### src/rtl/imm_gen_pkg.sv
// Shared definitions for the immediate generator: format-select codes,
// pipeline control states and the XLEN legality check.
package imm_gen_pkg;

    localparam logic [2:0] IMM_I     = 3'b000;
    localparam logic [2:0] IMM_S     = 3'b001;
    localparam logic [2:0] IMM_B     = 3'b010;
    localparam logic [2:0] IMM_U     = 3'b011;
    localparam logic [2:0] IMM_J     = 3'b100;
    localparam logic [2:0] IMM_SHAMT = 3'b101;
    localparam logic [2:0] IMM_ZIMM  = 3'b110;
    localparam logic [2:0] IMM_RSVD  = 3'b111;

    // Occupancy of the output register / skid buffer pair.
    typedef enum logic [1:0] {
        ST_EMPTY = 2'd0,
        ST_ONE   = 2'd1,
        ST_FULL  = 2'd2
    } pipe_state_e;

    function automatic bit xlen_legal(input int unsigned xlen);
        return (xlen == 32) || (xlen == 64);
    endfunction

endpackage

### src/rtl/imm_decode.sv
// Combinational RISC-V immediate decoder: instruction word and format
// select in, XLEN-wide immediate and reserved-select flag out.
module imm_decode
    import imm_gen_pkg::*;
#(
    parameter int unsigned XLEN = 32
) (
    input  logic [31:0]     instr,
    input  logic [2:0]      imm_src,
    output logic [XLEN-1:0] imm_ext,
    output logic            imm_err
);

    logic [31:0] raw;
    logic        sext;

    // Assemble the 32-bit immediate and note whether it widens signed.
    always_comb begin
        raw     = '0;
        sext    = 1'b0;
        imm_err = 1'b0;
        case (imm_src)
            IMM_I: begin
                raw  = {{20{instr[31]}}, instr[31:20]};
                sext = 1'b1;
            end
            IMM_S: begin
                raw  = {{20{instr[31]}}, instr[31:25], instr[11:7]};
                sext = 1'b1;
            end
            IMM_B: begin
                raw  = {{19{instr[31]}}, instr[31], instr[7], instr[30:25],
                        instr[11:8], 1'b0};
                sext = 1'b1;
            end
            IMM_U: begin
                raw  = {instr[31:12], 12'b0};
                sext = 1'b1;
            end
            IMM_J: begin
                raw  = {{11{instr[31]}}, instr[31], instr[19:12], instr[20],
                        instr[30:21], 1'b0};
                sext = 1'b1;
            end
            IMM_SHAMT: begin
                // RV64 shifts take a 6-bit amount, RV32 a 5-bit one.
                if (XLEN == 64) raw = {26'b0, instr[25:20]};
                else            raw = {27'b0, instr[24:20]};
            end
            IMM_ZIMM: begin
                raw = {27'b0, instr[19:15]};
            end
            default: begin
                imm_err = 1'b1;
            end
        endcase
    end

    // Widen to XLEN; a no-op for XLEN=32.
    always_comb begin
        if (sext) imm_ext = XLEN'($signed(raw));
        else      imm_ext = XLEN'(raw);
    end

endmodule

### src/rtl/imm_gen_pipe.sv
// Pipelined immediate generator: decode in front of a registered
// valid/ready stage with a one-entry skid buffer. in_ready comes from
// registered state only, so out_ready never reaches it combinationally.
module imm_gen_pipe
    import imm_gen_pkg::*;
#(
    parameter int unsigned XLEN = 32
) (
    input  logic            clk,
    input  logic            rst_n,
    input  logic            flush,
    input  logic            in_valid,
    output logic            in_ready,
    input  logic [31:0]     instr,
    input  logic [2:0]      imm_src,
    output logic            out_valid,
    input  logic            out_ready,
    output logic [XLEN-1:0] imm_ext,
    output logic            imm_err
);

    if (!xlen_legal(XLEN)) begin : g_xlen_check
        $error("imm_gen_pipe: XLEN must be 32 or 64");
    end

    logic [XLEN-1:0] dec_imm;
    logic            dec_err;

    imm_decode #(.XLEN(XLEN)) u_decode (
        .instr   (instr),
        .imm_src (imm_src),
        .imm_ext (dec_imm),
        .imm_err (dec_err)
    );

    pipe_state_e     state_q, state_d;
    logic [XLEN-1:0] out_imm_q, skid_imm_q;
    logic            out_err_q, skid_err_q;

    logic accept, pop;
    logic load_out_in, load_out_skid, load_skid;

    assign accept = in_valid && in_ready;
    assign pop    = out_valid && out_ready;

    // State register.
    always_ff @(posedge clk or negedge rst_n) begin
        if (!rst_n) state_q <= ST_EMPTY;
        else        state_q <= state_d;
    end

    // Next state; flush overrides any same-cycle accept or pop.
    always_comb begin
        state_d = state_q;
        if (flush) begin
            state_d = ST_EMPTY;
        end else begin
            case (state_q)
                ST_EMPTY: if (accept) state_d = ST_ONE;
                ST_ONE: begin
                    if (accept && !pop)      state_d = ST_FULL;
                    else if (pop && !accept) state_d = ST_EMPTY;
                end
                ST_FULL:  if (pop) state_d = ST_ONE;
                default:  state_d = ST_EMPTY;
            endcase
        end
    end

    // Handshake outputs and data-register load enables.
    always_comb begin
        in_ready      = (state_q != ST_FULL);
        out_valid     = (state_q != ST_EMPTY);
        load_out_in   = 1'b0;
        load_out_skid = 1'b0;
        load_skid     = 1'b0;
        if (!flush) begin
            case (state_q)
                ST_EMPTY: load_out_in = accept;
                ST_ONE: begin
                    load_out_in = accept && pop;
                    load_skid   = accept && !pop;
                end
                ST_FULL:  load_out_skid = pop;
                default: ;
            endcase
        end
    end

    // Output and skid data registers; stale contents are harmless when empty.
    always_ff @(posedge clk or negedge rst_n) begin
        if (!rst_n) begin
            out_imm_q  <= '0;
            out_err_q  <= 1'b0;
            skid_imm_q <= '0;
            skid_err_q <= 1'b0;
        end else begin
            if (load_out_in) begin
                out_imm_q <= dec_imm;
                out_err_q <= dec_err;
            end else if (load_out_skid) begin
                out_imm_q <= skid_imm_q;
                out_err_q <= skid_err_q;
            end
            if (load_skid) begin
                skid_imm_q <= dec_imm;
                skid_err_q <= dec_err;
            end
        end
    end

    assign imm_ext = out_imm_q;
    assign imm_err = out_err_q;

endmodule

### config.mk
export PLATFORM = sky130hd
export DESIGN_NAME = imm_gen_pipe
export DESIGN_NICKNAME = d
export VERILOG_FILES = /design/src/rtl/imm_gen_pkg.sv /design/src/rtl/imm_decode.sv /design/src/rtl/imm_gen_pipe.sv
export SDC_FILE = /design/constraint.sdc
export NUM_CORES = 1
export LEC_CHECK = 0
export BUFFER_PORTS_ARGS = -buffer_cell sky130_fd_sc_hd__buf_2
export CAP_MARGIN = 5
export CELL_PAD_IN_SITES_DETAIL_PLACEMENT = 0
export CELL_PAD_IN_SITES_GLOBAL_PLACEMENT = 1
export CORE_MARGIN = 8
export CORE_UTILIZATION = 45
export CTS_BUF_LIST = sky130_fd_sc_hd__clkbuf_8
export DETAILED_ROUTE_END_ITERATION = 10
export PLACE_DENSITY_LB_ADDON = 0.1
export RECOVER_POWER = 25
export SETUP_SLACK_MARGIN = 0.15
export SYNTH_ARGS = -nofsm -noshare
export SYNTH_HDL_FRONTEND = slang
export SYNTH_SLANG_ARGS = --single-unit
### constraint.sdc
create_clock -name clk -period 3 [get_ports clk]
set_input_delay 0.15 -clock clk [delete_from_list [all_inputs] [get_ports clk]]
set_output_delay 0.15 -clock clk [all_outputs]
set_load 0.02 [all_outputs]
Word level (Yosys, flattened, before mapping)
Index checks and enable logic that the tools add are counted.
Storage, ports and cells
  bits of input ports: 40
  output and inout bits: 35
  bits in registers: 68
Cells by class
  equality and inequality tests: 12
  muxes and demuxes: 18
  reduce and logical (&&, ||, !) cells: 13
Operators with widths (count)
  32-bit one-hot mux with 7 select lines: 1
  32-bit 2-to-1 mux: 2
  2-bit 2-to-1 mux: 5
  3-bit equality test, second input constant: 3
  1-bit 2-to-1 mux: 8
  7-bit OR reduction: 1
  3-bit by 2-bit equality test with 1-bit output, second input constant: 2
  3-bit inequality test, second input constant: 2
  2-bit one-hot mux with 3 select lines: 1
  1-bit logical AND: 5
  4-bit inequality test, second input constant: 1
  2-bit nonzero test: 2
  3-bit by 1-bit equality test with 1-bit output, second input constant: 1
  3-bit zero test: 1
  3-bit AND reduction: 1
  2-bit by 1-bit equality test with 1-bit output, second input constant: 1
  2-bit equality test, second input constant: 1
  1-bit zero test: 2
  2-bit zero test: 1
  2-bit inequality test, second input constant: 1
  1-bit one-hot mux with 2 select lines: 1

Depth between registers and ports, before layout
  word-level depth: 8
  mapped depth: 6
  depth with buffers taken out: 4

Modules after synthesis
A second synthesis with hierarchy kept.
Unflattened totals
  cell total of the unflattened synthesis: 285
  area, all modules: 3408.3 sq um
Modules (own cells, without submodules)
  imm_gen_pipe: cells an instance 198, instances 1, area an instance 2811.4 sq um
  imm_decode: cells an instance 87, instances 1, area an instance 596.8 sq um

Worst setup path before layout
OpenSTA, ideal clock, no wires.
  path kind: register to register
  from: register state_q[0]
  to: register out_imm_q[5] (netlist: imm_ext[5])
  period minus slack after synthesis: 1.425 ns
  library setup time: 0.126 ns
  arrival time: 1.299 ns
  slack: 1.575 ns
  cell stages (with the launch flop): 6
  buffers on the path: 2
  path through: dfrtp_1 > and4bb_1 > buf_6 > a31oi_4 > buf_6 > a221o_1
Between the ends
  cells in the longest elaborated chain, start to end: 6
Ends and longest elaborated chain
  start: declaration: RTL line imm_gen_pipe.sv:36  | pipe_state_e state_q, state_d;
  start signal: assignment: RTL line imm_gen_pipe.sv:49  | else state_q <= state_d;
  2-bit inequality test / 2-bit nonzero test (equally long branches): RTL line imm_gen_pipe.sv:72, imm_gen_pipe.sv:73
  1-bit logical AND (on tied branches): RTL line imm_gen_pipe.sv:43, imm_gen_pipe.sv:44
  1-bit logical AND: RTL line imm_gen_pipe.sv:81  | load_out_in = accept && pop;
  1-bit one-hot mux with 2 select lines: RTL line imm_gen_pipe.sv:78  | case (state_q)
  1-bit 2-to-1 mux: RTL line imm_gen_pipe.sv:77  | if (!flush) begin
  32-bit 2-to-1 mux / 2-bit nonzero test (equally long branches)
  end signal: assignment: RTL line imm_gen_pipe.sv:99  | out_imm_q <= dec_imm;
  end signal: assignment: RTL line imm_gen_pipe.sv:102  | out_imm_q <= skid_imm_q;
  end: declaration: RTL line imm_gen_pipe.sv:37  | logic [XLEN-1:0] out_imm_q, skid_imm_q;
Parallel ways exist; a longest one is shown, timed or not.
A chain may end at the register's enable or synchronous reset.

Final worst setup path
  from: register state_q[1]
  to: register skid_imm_q[7]
Between the ends
  cells in the longest elaborated chain, start to end: 6
Ends and longest elaborated chain
  2-bit nonzero test: RTL line imm_gen_pipe.sv:73  | out_valid = (state_q != ST_EMPTY);
  1-bit logical AND: RTL line imm_gen_pipe.sv:44  | assign pop = out_valid && out_ready;
  1-bit zero test: RTL line imm_gen_pipe.sv:82  | load_skid = accept && !pop;
  1-bit logical AND: RTL line imm_gen_pipe.sv:82
  1-bit 2-to-1 mux *: RTL line imm_gen_pipe.sv:78
  1-bit 2-to-1 mux *: RTL line imm_gen_pipe.sv:77
  end signal: assignment: RTL line imm_gen_pipe.sv:106  | skid_imm_q <= dec_imm;
  end: declaration: RTL line imm_gen_pipe.sv:37
Every way passes the cells marked *; elsewhere a longest branch is shown, timed or not.

==> impl_metrics.toml <==
[synthesis]
synthCells = 310
synth_seq_cells = 68
yosysWarningCount = 0
synth_area_leader_cell = "dfrtp_1"
synth_top_area_share_pct = 51.1
synth_commonest_cells = "68 x dfrtp_1, 28 x a22o_1, 26 x o21ai_1"
synth.most_common_cell = "dfrtp_1"
synthDistinctLibCells = 36
synthTopCellsByArea = "dfrtp_1 51%, a22o_1 7.4%, a21o_1 5.2%"
synth_area_sq_um = 3330
ys_seq_area_share_pct = 51.1
synth_nets = 350
synth-edff-count = 0
async_flop_share_pct = 100
synth_ff_type = "dfrtp_1"
avgSynthCellArea_sq_um = 10.7

[detailed_routing]
drt_first_pass_iters = 5
first_iter_violations = 200
routed_wl_mm = 8.59
drc = 0
via_per_inst = 5.68
wire_per_inst_um = 18.2
ant_nets = 0
route.vias.total = 2682

[timing]
worstMarginPinSlew_ps = 1670
setup_tns_ps = 0
period_share_pct = 67.0
hold_viol = 0
fin_crit_ps = 2010
max_freq_ghz = 0.497
drv_slew = 69
slew_headroom_pct = -11.6
finalSetupViolations = 0
fin_skew_ps = 9.22
rsz0062_at_grt = "false"

[critical_path]
crit_fanout = 51
critPathArrivalTime_ps = 2290
critPathSlowestCell = "nor2_1"
slowest_delay_ps = 530
rr_worst_depth = 4
start_kind = "flip-flop"
worst_setup_path_end_kind = "flip-flop"
critical_path_class = "flip-flop to flip-flop"
crit_required_ps = 3280
crit_chain = "and2b_4, nand3b_4, nor2_1, a22o_1"

[clock_tree]
h-tree-depth = 3
cts_setup_buffers = 0
clockRootBuffer = "clkbuf_8"
cts_made_buffers = 9
clkTransAtPathRegs_ps = 70
cts.sinks = 68
clock_latency_ps = 340
clock_path_buffers = 2
cts.repair.resized = 0
cts-hold-fix-buffers = 0
cts_tree = "built"

[die]
ios = 75
start_util_pct = 46.1
die_h_um = 102
coreArea_sq_um = 7210
dieWidth_um = 102
dieArea_sq_um = 10400
rows = 31

[pwr]
p_total_mw = 2.68
leakagePower_nw = 1.99
ir_drop_mv = 0.252
cellPowerDensity_nw_per_um2 = 681

[grt]
grt_pass1_vias = 2589
antenna_found_initial = 0
use_met2_pct = 23.6
groute.usage.overall_pct = 16.7
top_usage_layer = "met1"
overflow = 0
use_met3_pct = 4.02
gr-usage-met1_pct = 24.3
grt_pass1_wl_mm = 13.6
grt_max_degree = 69

[place]
postPlaceCellArea_sq_um = 3680
port_buffers = 67
routabilityCongestion = 0.738
dp_hpwl_mm = 5.67

[cells_and_area]
final_cell_area_sq_um = 3930
fin_nets = 408
area_growth_pct = 18.1
diodes = 0
layout-drive-gt1-share_pct = 27.3

[hold_path]
hp-class = "input pin to flip-flop"
min_path_cells = 2

[status]
status = "finished, violations left"
violations = "max-capacitance violations, max-slew violations"

[job]
drv_cap = 1
## layout make-up
| class | count | area, sq um |
|---|---|---|
| Sequential cell | 68 | 1700 |
| Tap cell | 99 | 124 |
| Multi-Input combinational cell | 214 | 1470 |
| Inverter | 1 | 3.75 |
| Clock inverter | 6 | 111 |
| Timing Repair Buffer | 74 | 385 |
| Fill cell | 669 | 3280 |
| Clock buffer | 10 | 138 |
## metal layers
metal	part of all wire (%)	vias up
met5	0	-
met4	1.2	0
li1	-	1269
met3	6.2	11
met2	44	72
met1	49	1330
## worst max-delay path: cells and delay by family, from the launching register on
kind | cells | cell delay (ps)
simple gates | 3 | 1310
compound gates | 1 | 190
flops | 1 | 420
## logic make-up after synthesis
kind of cell / Yosys count / synth area share (%)
flops: 68 / 51.1
buf+inv: 28 / 4.81
mux: 7 / 2.18
simple gates: 62 / 10.4
compound gates: 144 / 31.2
fa+ha+maj: 1 / 0.338
## stage by stage
step                std cells  hold slack [ps]  util (%)  setup WS, ps
finish                    472             6.71      54.5           989
global route              472             14.7      54.5           836
global placement          456              356      51.1          1010
floorplan                 310             -146         -          1570
detailed placement        456              363      51.1           997
CTS                       472             3.40      54.5           989
## power breakdown
group	leakage, nW	internal (mW)	switching, mW
sequential	0.886	1.09	0.0937
combinational	0.983	0.239	0.320
clock	0.122	0.575	0.358
## placed cells by master, fill, tap and decap left out, drive strengths merged, types with 6 or more instances in the layout
| cell type | count |
|---|---|
| o22a | 8 |
| clkbuf | 11 |
| nor2 | 13 |
| buf | 73 |
| a21o | 23 |
| a221o | 8 |
| a211oi | 7 |
| nor2b | 6 |
| a22oi | 13 |
| and2 | 7 |
| nand2 | 24 |
| dfrtp | 68 |
| a21oi | 24 |
| o21ai | 29 |
| a22o | 28 |
## registers in the layout (all words and copies together) (netlist names)
register,flops
state_q,2
skid_imm_q,32
imm_err,1
skid_err_q,1
imm_ext,32
## final timing paths
path | slack (ps) | start | to
setup / recovery | 990 | state_q[1] | skid_imm_q[7]
hold / removal | 7 | flush | state_q[0]
setup reg to reg | 990 | state_q[1] | skid_imm_q[7]
hold reg to reg | 490 | skid_imm_q[17] | skid_imm_q[17]
max in group asynchronous | 1670 | rst_n | state_q[0]
min in group asynchronous | 330 | rst_n | skid_imm_q[17]
(Power assumes the default switching activity.)
